<file path="config.mk">
export PLATFORM = sky130hd
export DESIGN_NAME = alu_arbiter
export DESIGN_NICKNAME = d
export VERILOG_FILES = /design/src/rtl/alu_pkg.sv /design/src/rtl/alu_core.sv /design/src/rtl/alu_arbiter.sv
export SDC_FILE = /design/constraint.sdc
export NUM_CORES = 1
export LEC_CHECK = 0
export CORE_UTILIZATION = 47
export DETAILED_ROUTE_END_ITERATION = 7
export DONT_BUFFER_PORTS = 1
export HOLD_SLACK_MARGIN = 0.03
export SYNTH_ARGS = -nofsm -noshare
export SYNTH_HDL_FRONTEND = slang
export SYNTH_HIERARCHICAL = 1
export SYNTH_SLANG_ARGS = --single-unit
</file>
<file path="constraint.sdc">
create_clock -name clk -period 5.55 [get_ports clk]
set_input_delay 0.555 -clock clk [delete_from_list [all_inputs] [get_ports clk]]
set_output_delay 0.555 -clock clk [all_outputs]
set_load 0.005 [all_outputs]
</file>
<file path="src/rtl/alu_pkg.sv">
// Shared opcode constants, FSM state encoding and default datapath width
// for the arbitrated ALU.
package alu_pkg;

  localparam int WIDTH_DEF = 32;

  localparam logic [2:0] OP_AND = 3'b000;
  localparam logic [2:0] OP_OR  = 3'b001;
  localparam logic [2:0] OP_ADD = 3'b010;
  localparam logic [2:0] OP_SUB = 3'b110;
  localparam logic [2:0] OP_SLT = 3'b111;

  typedef enum logic [1:0] {
    ST_IDLE = 2'd0,
    ST_EXEC = 2'd1,
    ST_RESP = 2'd2
  } state_t;

endpackage

</file>
<file path="src/rtl/alu_core.sv">
// Purely combinational ALU shared by both requesters; flags any opcode
// outside the legal set and forces its result to zero.
module alu_core
  import alu_pkg::*;
#(
  parameter int WIDTH = WIDTH_DEF
) (
  input  logic [WIDTH-1:0] a,
  input  logic [WIDTH-1:0] b,
  input  logic [2:0]       op,
  output logic [WIDTH-1:0] z,
  output logic             err
);

  always_comb begin
    z   = '0;
    err = 1'b0;
    case (op)
      OP_AND: z = a & b;
      OP_OR:  z = a | b;
      OP_ADD: z = a + b;
      OP_SUB: z = a - b;
      // Signed compare: the sign bits decide when a and b differ in sign.
      OP_SLT: z[0] = ($signed(a) < $signed(b));
      default: err = 1'b1;
    endcase
  end

endmodule

</file>
<file path="src/rtl/alu_arbiter.sv">
// Two-requester round-robin front end to a single shared ALU, with an
// IDLE -> EXEC -> RESP sequence and a held response toward one consumer.
module alu_arbiter
  import alu_pkg::*;
#(
  parameter int WIDTH = WIDTH_DEF
) (
  input  logic             clk,
  input  logic             rst_n,
  input  logic             req0_valid,
  output logic             req0_ready,
  input  logic [WIDTH-1:0] req0_a,
  input  logic [WIDTH-1:0] req0_b,
  input  logic [2:0]       req0_op,
  input  logic             req1_valid,
  output logic             req1_ready,
  input  logic [WIDTH-1:0] req1_a,
  input  logic [WIDTH-1:0] req1_b,
  input  logic [2:0]       req1_op,
  output logic             rsp_valid,
  input  logic             rsp_ready,
  output logic             rsp_id,
  output logic [WIDTH-1:0] rsp_z,
  output logic             rsp_zero,
  output logic             rsp_err
);

  // Handshakes: a transfer happens on a rising edge where valid and ready are
  // both high. reqN_ready is a combinational grant raised only in IDLE;
  // rsp_valid stays high with stable payload until rsp_ready is sampled high.

  state_t           state;
  state_t           state_nxt;
  logic             last;
  logic             grant_id;
  logic             accept;
  logic [WIDTH-1:0] a_q;
  logic [WIDTH-1:0] b_q;
  logic [2:0]       op_q;
  logic             id_q;
  logic [WIDTH-1:0] core_z;
  logic             core_err;

  // On a tie the requester not served last wins.
  assign grant_id = (req0_valid & req1_valid) ? ~last : req1_valid;
  assign accept   = req0_ready | req1_ready;

  always_comb begin
    state_nxt  = state;
    req0_ready = 1'b0;
    req1_ready = 1'b0;
    rsp_valid  = 1'b0;
    case (state)
      ST_IDLE: begin
        if ((req0_valid | req1_valid) && rst_n) begin
          req0_ready = ~grant_id;
          req1_ready = grant_id;
          state_nxt  = ST_EXEC;
        end
      end
      ST_EXEC: state_nxt = ST_RESP;
      ST_RESP: begin
        rsp_valid = 1'b1;
        if (rsp_ready) state_nxt = ST_IDLE;
      end
      default: state_nxt = ST_IDLE;
    endcase
  end

  always_ff @(posedge clk or negedge rst_n) begin
    if (!rst_n) state <= ST_IDLE;
    else        state <= state_nxt;
  end

  always_ff @(posedge clk or negedge rst_n) begin
    if (!rst_n) begin
      last     <= 1'b1;
      a_q      <= '0;
      b_q      <= '0;
      op_q     <= '0;
      id_q     <= 1'b0;
      rsp_z    <= '0;
      rsp_zero <= 1'b0;
      rsp_err  <= 1'b0;
      rsp_id   <= 1'b0;
    end else begin
      if (accept) begin
        a_q  <= grant_id ? req1_a  : req0_a;
        b_q  <= grant_id ? req1_b  : req0_b;
        op_q <= grant_id ? req1_op : req0_op;
        id_q <= grant_id;
      end
      if (state == ST_EXEC) begin
        rsp_z    <= core_z;
        rsp_zero <= (core_z == '0);
        rsp_err  <= core_err;
        rsp_id   <= id_q;
      end
      // Fairness pointer moves only once the consumer has taken the result.
      if (state == ST_RESP && rsp_ready) last <= rsp_id;
    end
  end

  alu_core #(.WIDTH(WIDTH)) u_core (
    .a   (a_q),
    .b   (b_q),
    .op  (op_q),
    .z   (core_z),
    .err (core_err)
  );

endmodule

</file>
==> impl_results.md, run 1 <==
- Status: completed
- Pin count of the biggest net entering global routing: approximately 110
- Vias in the first global route: between 7,000 and 8,000
- CP startpoint: a_q[0]
- Total Routing Usage GR: a little under a quarter
- Gate Count Post-Synth: between 1,000 and 1,500
- Unrepaired setup endpoints after global routing: false
- WL/cell: about 19 um
- Post-CTS Setup Bufs: 0
- Critical path required time: between 5000 and 6000 ps
- Total of max-cap violations: 0
- Placed Cells: about 1,200
- Die Ht: about 140 um
- Detail Route Antenna Nets: 0
- Vias/cell: slightly below 6
- Max FO, Critical Path: 3
- Ratio of cells with drive above 1 in the final layout: between 20% and 30%
- # DRC: 0
- Clock Latency Late Sink: 370 ps
- Setup WS pre-CTS: between 1000 and 1500 ps
- Critical path class: register to register
- Min Tclk post-route: 4141 ps
- Final GP Congestion: a little over 0.9
- Maximum root-to-sink buffer count: 2
- Core ar.: a little under 0.02 mm2
- Routed WL: roughly 24,000 um
- R2R setup slack: roughly 1400 ps
- Fmax: approximately 240 MHz
- Port bufs: 0
- # H-tree levels: 3
- DR iter-0 viols: 525
- Clk pin slew, worst setup/hold paths: 80 ps
- RR Endpoint: rsp_zero
- Via Count: between 7,000 and 8,000
- CTS root buf: clkbuf_16
- Slew Limit Fails: 0
- Post-synth net total: ~1,200
- Final worst slack: about 1400 ps
- CTS tree: built
- Post-DP HPWL: 17,520 um
- Slew @ Worst Pin: 1038 ps
- ANT cells: 0
- Setup TNS: 0 ps
- R2R cell count: 16
- Post-synth top flop: dfrtp_1
- Finished Layout Cells: approximately 1,200
- Clock buffer count from CTS: 9
- Met2 Track Usage GR: between 30% and 40%
- Final Hold Fails: 0
- Post-CTS Resized: 0
- # fillers: ~1,900
- CP Capture Type: register
- EDFF count, synth: 0
- Area share of the largest cell type after synthesis: 27.91%
- CP endpoint: rsp_zero
- Num rows: a little over 50
- Post-synthesis sequential area ratio: between 20% and 30%
- First-pass DRT Iterations: 7
- GR Util met3: 4.598%
- Final Cycle Share: 74.61%
- Slew HR: 30.78%
- GRT met1 Usage: 32.30%
- Final net count: 1,208
- Initial antenna violation count: 0
- RR Startpoint: a_q[0]
- Clock Skew: 14.90 ps
- Register bit total from synthesis: approximately 110
- Synth area leader: dfrtp_1
- Starting Density: between 40% and 50%
- Main area contributors after synthesis: dfrtp_1 (28%), mux2_2 (19%), ha_1 (13%), inv_1 (3.9%), a21oi_1 (3.3%)
- Startpoint class of the critical path: register
- Synthesized area per cell: 9.338 um2
- Clock sink count: ~110
- I/O pin total: 177
- Grt ovf: 0
- Synth Warn #: 6
- Final setup violation count: 0
- Unique masters post-synth: 77
- Crit path DAT: 4410 ps
- First-pass GRT wire length: 38,100 um
- Area growth from synthesis to layout: 4.652%
- Top Usage Layer GRT: met2
- Die X: about 140 um
- Synthesized area: 0.009413 mm2
- Worst hold path type: input pin to async pin
- Die area: a little over 0.02 mm2
- Post-synth ARST share: 100.0%
==> synth_stat cells, drive strengths merged (3+ instances only) <==
cell type and number:
nor2b 8, a21boi 3, o41ai 5, clkbuf 29, a22oi 5, ha 96, nor2 55, nor4 15
mux2 171, nand2b 12, mux2i 8, a31oi 8, o21a 5, inv 98, buf 25, o221ai 3
nor3 15, a21o 13, a211oi 6, nand2 49, and2 3, a311oi 5, o31ai 8, o21bai 7
nand4 7, o211ai 7, o21ai 63, nand3 7, a2111oi 4, or2 4, a21oi 64, dfrtp 105
o22ai 30, xnor2 28
==> critical path: stages (launching register included) <==
cell and delay [ps]:
dfrtp_1 400, inv_1 90, ha_1 220, fa_1 220, nor2_1 80, o221ai_2 230, a31oi_2 180, a311oi_2 540
o21ai_2 120, a211o_1 340, a2111oi_2 390, o21ai_1 130, xnor2_1 180, o22ai_1 140, nor4_1 410, nand4_1 150
o31ai_1 230
==> area by class of cell <==
type	instances	area, um2	share of cell area (%)
clock buffers	9	225.2	2.286
clock inverters	7	82.58	0.8383
multi-input cells	748	6116	62.09
flip-flops and latches	106	2655	26.95
well taps	265	331.6	3.366
repair buffers	6	65.06	0.6605
inverters	100	375.4	3.810
==> sequential cells by signal, summed over array words and instances, names as in the netlist, 2 cells and up <==
| register | count |
|---|---|
| a_q | 32 |
| b_q | 32 |
| op_q | 3 |
| rsp_z | 32 |
| state | 2 |
==> worst min-delay path by stage <==
stage | endpoint | slack, ps | cells past startpoint
2_1_floorplan | a_q[0] | 260 | 0
3_3_place_gp | state[0] | 260 | 0
3_5_place_dp | state[1] | 260 | 0
5_1_grt | state[1] | 150 | 1
4_1_cts | state[1] | 140 | 1
6_report | state[1] | 120 | 1
==> timing repair <==
action / 4_1_cts / 5_1_grt
endpoints found under the hold margin: 106 / 0
endpoints found under the setup margin: 0 / 0
hold buffers: 1 / 0
==> routing by layer <==
metal	part of all wire, %	up-vias
met1	46	3537
met3	5.9	27
li1	-	3520
met2	47	267
met4	1.7	0
met5	0	-
==> per-stage QoR <==
step           instance area [um2]  hold slack [ps]  util [%]
6_report                      9851            119.8     50.45
5_1_grt                       9851            152.0     50.45
3_5_place_dp                  9515            263.7     48.73
3_3_place_gp                  9515            264.0     48.73
2_1_floorplan                 9413            259.4         -
4_1_cts                       9851            143.9     50.45
==> cells by family after synthesis <==
| family | synth area share, % |
|---|---|
| and+or+nand+nor | 9.704 |
| AOI/OAI and AO/OA | 17.57 |
| xor gates and xnor gates | 2.698 |
| adders and majority gates | 13.19 |
| buffers and inverters | 6.939 |
| DFF | 28.19 |
| muxes | 21.71 |
==> cells in the final DEF (no fill, tap or decap), types with 5 or more instances in the layout <==
| master | netlist | layout |
|---|---|---|
| xnor2_1 | 28 | 28 |
| dfrtp_1 | 105 | 104 |
| mux2i_1 | 8 | 8 |
| a22oi_1 | 5 | 5 |
| o211ai_1 | 7 | 7 |
| a31oi_1 | 7 | 7 |
| o21a_1 | 5 | 5 |
| ha_1 | 96 | 96 |
| inv_1 | 98 | 98 |
| nor2_1 | 55 | 55 |
| a211oi_1 | 6 | 6 |
| o21bai_1 | 7 | 7 |
| nand2_1 | 49 | 49 |
| clkbuf_16 | 0 | 9 |
| nor2b_1 | 8 | 8 |
| mux2_2 | 159 | 159 |
| o21ai_0 | 61 | 61 |
| nand2b_1 | 12 | 11 |
| o31ai_1 | 8 | 8 |
| a21o_1 | 12 | 12 |
| mux2_4 | 10 | 10 |
| nor4_1 | 15 | 15 |
| nand4_1 | 7 | 7 |
| nor3_1 | 15 | 15 |
| nand3_1 | 7 | 7 |
| o22ai_1 | 30 | 30 |
| buf_4 | 1 | 5 |
| a21oi_1 | 62 | 62 |
| o41ai_1 | 5 | 5 |
Power of run 1 is left out: the tool's default activity adds up to more than one toggle a clock period on the data nets, which glitch-free logic cannot reach.
==> run 2: changes to the inputs <==
==> constraint.sdc (replaced) <==
create_clock -name clk -period 3.4 [get_ports clk]
set_input_delay 0.34 -clock clk [delete_from_list [all_inputs] [get_ports clk]]
set_output_delay 0.34 -clock clk [all_outputs]
set_load 0.005 [all_outputs]
==> run 2 against run 1 <==
The flow now finishes with violations (setup timing). Via count rose by 8.7%. Worst setup slack got worse by 1500 ps. Critical path depth increased by 1. Register-to-register slack worse by 1500 ps. Maximum frequency grew 18%. Final cell count increased by 13%. Die area unchanged. Sequential share of layout area shrank 4.0 points. Largest cell class unchanged.
==> impl_results.md, run 2 (same netlist as run 1, synthesis figures left out) <==
- Ratio of cells with drive above 1 in the final layout: between 30% and 40%
- Final net count: ~1,400
- Die Ht: 143.5 um
- Slew Limit Fails: 0
- Final Cycle Share: 103.2%
- Final setup violation count: 3
- Startpoint class of the critical path: register
- Die X: 143.5 um
- Fmax: around 290 MHz
- # DRC: 0
- Leading cell types in the layout, fill and taps excluded: buf_4 (160), mux2_2 (159), dfrtp_1 (104), inv_1 (91), ha_1 (81)
- Critical path class: register to register
- Max FO, Critical Path: 4
- # H-tree levels: 3
- Final worst slack: -107.7 ps
- ANT cells: 0
- Worst hold path type: input pin to register
- Starting Density: ~48%
- Routed WL: ~26,000 um
- Post-DP HPWL: ~19,000 um
- Die area: about 0.021 mm2
- Fin area: around 0.012 mm2
- Setup TNS: -233.1 ps
- Clk pin slew, worst setup/hold paths: 80 ps
- Detail Route Antenna Nets: 0
- Initial antenna violation count: 0
- Num rows: 51
- Min Tclk post-route: about 3500 ps
- Unrepaired setup endpoints after global routing: true
- Clock Skew: about 12 ps
- Vias in the first global route: just under 8,000
- DP Area: 0.01058 mm2
- Crit path DAT: between 3000 and 4000 ps
- Area growth from synthesis to layout: 22.74%
- Top flop regs: a_q: 32 flops, b_q: 32 flops, rsp_z: 32 flops
- Vias/cell: 5.698
- CTS root buf: clkbuf_16
- Total of max-cap violations: 0
- CP Capture Type: register
- Port bufs: 0
- Maximum root-to-sink buffer count: 2
- Hold slack: ~64 ps
- Core ar.: around 0.02 mm2
- Clock Latency Late Sink: 380 ps
- Final GP Congestion: 0.9578
- Status: finished with violations
- Slew @ Worst Pin: between 1000 and 1500 ps
- First-pass DRT Iterations: 5
- Total Routing Usage GR: approximately a quarter
- Failing checks: setup timing
- CTS tree: built
- DR iter-0 viols: between 600 and 700
- I/O pin total: around 180
- Slew HR: 26.50%
- Most common cell after layout, fill and taps aside: buf_4
- Final core utilization: 59.17%
- First-pass GRT wire length: 40,970 um
- Final Hold Fails: 0
- Clock sink count: roughly 110
- Via Count: 7,988
- WL/cell: 18.36 um
- Clock buffer count from CTS: 9
- Critical path required time: around 3700 ps
- Pin count of the biggest net entering global routing: between 100 and 150
- Grt ovf: 0
run 2: changes by cell type in the layout (fill, tap and decap cells not counted), sizes merged:
cell	delta
buf	+160
clkinv	+4
clkinvlp	-2
bufinv	-1
dlygate4sd3	+1
inv	-1
run 2: layout make-up:
type | count | area, um2
Fill cell | 1770 | 7973
Tap cell | 265 | 331.6
Clock inverter | 7 | 81.33
Sequential cell | 106 | 2655
Inverter | 100 | 375.4
Multi-Input combinational cell | 748 | 6573
Timing Repair Buffer | 167 | 1313
Clock buffer | 9 | 225.2
run 2: routing by layer:
| layer | global-route usage, % | up-vias | wire length (um) |
|---|---|---|---|
| li1 | - | 3823 | - |
| met1 | 35.09 | 3861 | 12130 |
| met2 | 42.31 | 274 | 11960 |
| met3 | 3.399 | 30 | 1252 |
| met4 | 7.167 | 0 | 406 |
| met5 | 0 | - | 0 |
run 2: worst paths after layout:
path                                 from  endpoint  slack, ps  cells past startpoint
max in group asynchronous           rst_n   b_q[20]       2400                      2
min in group asynchronous           rst_n    a_q[3]        530                      2
worst max-delay path               a_q[1]  rsp_zero       -110                     17
worst min register to register       id_q      id_q        520                      1
worst min-delay path            rsp_ready  state[1]         60                      1
worst max register to register     a_q[1]  rsp_zero       -110                     17
run 2: timing repair:
item | in CTS | in global routing
buffers inserted | 10 | 13
hold buffers | 2 | 0
pin swaps | 24 | 33
setup endpoints to repair | 9 | 11
endpoints found under the hold margin | 106 | 0
resized for setup | 40 | 52
run 2: worst max-delay path, cell delays in order, from the launching register on:
cell	delay, ps
dfrtp_1	400
inv_2	70
ha_4	290
nor2_2	50
o311a_1	330
o41ai_2	210
buf_4	180
a21oi_4	60
a21bo_4	240
a21oi_4	200
buf_6	130
nor3_2	30
o41a_1	330
xnor2_1	200
o22ai_2	100
nor4_2	230
nand4_1	120
o31ai_1	230
run 2: per-stage QoR:
step | worst slack (ps) | cells
6_report | -107.7 | 1402
5_1_grt | -301.2 | 1402
4_1_cts | -89.10 | 1390
3_5_place_dp | -425.7 | 1362
3_3_place_gp | -373.2 | 1362
2_1_floorplan | 156.5 | 1008
Power of run 2 is left out for the same reason.
==> run 3: changes to the inputs <==
--- a/config.mk
+++ b/config.mk
@@ -6,6 +6,7 @@
 export NUM_CORES = 1
 export LEC_CHECK = 0
 export CORE_UTILIZATION = 47
+export CTS_CLUSTER_DIAMETER = 80
 export DETAILED_ROUTE_END_ITERATION = 7
 export DONT_BUFFER_PORTS = 1
 export HOLD_SLACK_MARGIN = 0.03
@@ -13,3 +14,4 @@
 export SYNTH_HDL_FRONTEND = slang
 export SYNTH_HIERARCHICAL = 1
 export SYNTH_SLANG_ARGS = --single-unit
+export TNS_END_PERCENT = 1
==> run 3 against run 2 <==
The flow still finishes with violations (setup timing). Global-route usage shrank 0.058 points. Die area is the same. Maximum frequency fell by 0.97%. Routed wire length shrank 0.40%. Sequential share of layout area rose by 0.061 points. Largest cell class unchanged.
==> impl_results.md, run 3 (same netlist as run 1, synthesis figures left out) <==
- Critical path required time: 3660 ps
- Final Hold Fails: 0
- CP top delay family: compound AO/OA/AOI/OAI gates
- Fmax: ~280 MHz
- Post-DP HPWL: a little under 20,000 um
- First-pass DRT Iterations: 5
- Vias in the first global route: ~7,800
- Die Ht: ~140 um
- Die area: between 0.02 and 0.025 mm2
- # fillers: about 1,800
- Ratio of cells with drive above 1 in the final layout: 37.94%
- WL/cell: roughly 18 um
- Critical path, cell by cell: inv_2, ha_4, fa_2, nor2_4, o221ai_4, a31oi_4, a311oi_4, buf_4, a31o_2, a21oi_2, buf_4, a221oi_4, nor4_1, a21oi_1, nand3_2, buf_4, buf_4, mux2_2
- # DRC: 0
- Min Tclk post-route: 3542 ps
- First-pass GRT wire length: roughly 41,000 um
- Port bufs: 0
- Critical path class: register to register
- Unrepaired setup endpoints after global routing: true
- DP Area: approximately 0.011 mm2
- Final setup violation count: 3
- Vias/cell: between 5 and 6
- Initial antenna violation count: 0
- Final Cycle Share: 104.2%
- Critical Path Most Common Cell: buf_4
- Max FO, Critical Path: 3
- Via Count: ~7,900
- CTS root buf: clkbuf_16
- Clock Skew: roughly 9.8 ps
- Final GP Congestion: 0.9578
- Leading cell types in the layout, fill and taps excluded: buf_4 (161), mux2_2 (159), dfrtp_1 (103), inv_1 (93), ha_1 (84)
- Slew Limit Fails: 0
- Most common cell after layout, fill and taps aside: buf_4
- Clock Latency Late Sink: roughly 380 ps
- Grt ovf: 0
- I/O pin total: around 180
- DR iter-0 viols: between 600 and 700
- CP Capture Type: register
- Clock sink count: about 110
- # H-tree levels: 3
- Slowest cell on crit path: dfrtp_1
- Routed WL: approximately 26,000 um
- Crit path DAT: ~3800 ps
- Pin count of the biggest net entering global routing: around 110
- Slew HR: about a quarter
- Maximum root-to-sink buffer count: 2
- Total of max-cap violations: 0
- Starting Density: 48.21%
- Core ar.: about 0.02 mm2
- Clk pin slew, worst setup/hold paths: about 80 ps
- Num rows: 51
- Failing checks: setup timing
- Buf/Inv on CP: 5
- Fin area: ~0.012 mm2
- Startpoint class of the critical path: register
- Final worst slack: -142.1 ps
- Clock buffer count from CTS: 9
- ANT cells: 0
- Status: finished with violations
- Die X: roughly 140 um
- Total Routing Usage GR: around 26%
- Final net count: 1,368
- Detail Route Antenna Nets: 0
- Top flop regs: a_q: 32 flops, b_q: 32 flops, rsp_z: 32 flops
- CTS tree: built
- Area growth from synthesis to layout: 22.48%
- Worst hold path type: input pin to register
- Slew @ Worst Pin: between 1000 and 1500 ps
- Crit-path max cell delay: 420 ps
run 3: changes by cell type in the layout (fill, tap and decap cells not counted), sizes merged:
cell / change
buf: -1
run 3: final cells by class:
type	instances	area, um2	area share, %
clock buffer	9	225.2	1.954
clock inverter	7	81.33	0.7054
inverter	100	375.4	3.256
multi-input combinational	748	6561	56.91
sequential	106	2656	23.04
tap	265	331.6	2.876
timing repair buffer	166	1297	11.25
run 3: metrics by stage:
step                      setup WS (ps)  util (%)  std cells  setup TNS, ps  hold WS (ps)
after floorplan                   156.5         -       1008              0         44.41
after global placement           -373.2     54.17       1362         -658.0         49.19
after detailed placement         -425.7     54.17       1362         -783.0         49.31
after CTS                        -123.2     57.16       1390         -187.9         52.17
after global routing             -296.5     59.04       1401          -1070         77.54
final                            -142.1     59.04       1401         -297.7         66.33
run 3: what timing repair did:
action                                  4_1_cts  5_1_grt
endpoints found under the setup margin        9       14
setup buffers                                10       12
gates resized for setup                      30       56
pin swaps                                    21       37
hold buffers                                  2        0
endpoints found under the hold margin       106        0
run 3: worst reg2reg max path: stages (launching register included):
cell and delay [ps]:
dfrtp_1 420, inv_2 100, ha_4 150, fa_2 230, nor2_4 50, o221ai_4 200, a31oi_4 150, a311oi_4 380
buf_4 180, a31o_2 190, a21oi_2 70, buf_4 140, a221oi_4 270, nor4_1 80, a21oi_1 170, nand3_2 130
buf_4 160, buf_4 130, mux2_2 250
run 3: routing by layer:
layer	wire length, um	global-route usage [%]	share of wire (%)
met5	0	0	0
met3	1275	3.366	5.0
met2	11970	42.36	47
met4	347	6.831	1.4
met1	12040	35.03	47
run 3: final timing paths:
kind                       startpoint        end  depth (start not counted)  slack (ps)
max in group asynchronous       rst_n    b_q[20]                          2        2410
hold reg to reg                  id_q       id_q                          1         520
setup reg to reg               a_q[0]  rsp_z[30]                         18        -140
min in group asynchronous       rst_n     a_q[3]                          2         530
hold / removal              rsp_ready   state[1]                          1          70
setup / recovery               a_q[0]  rsp_z[30]                         18        -140
Power of run 3 is left out for the same reason.
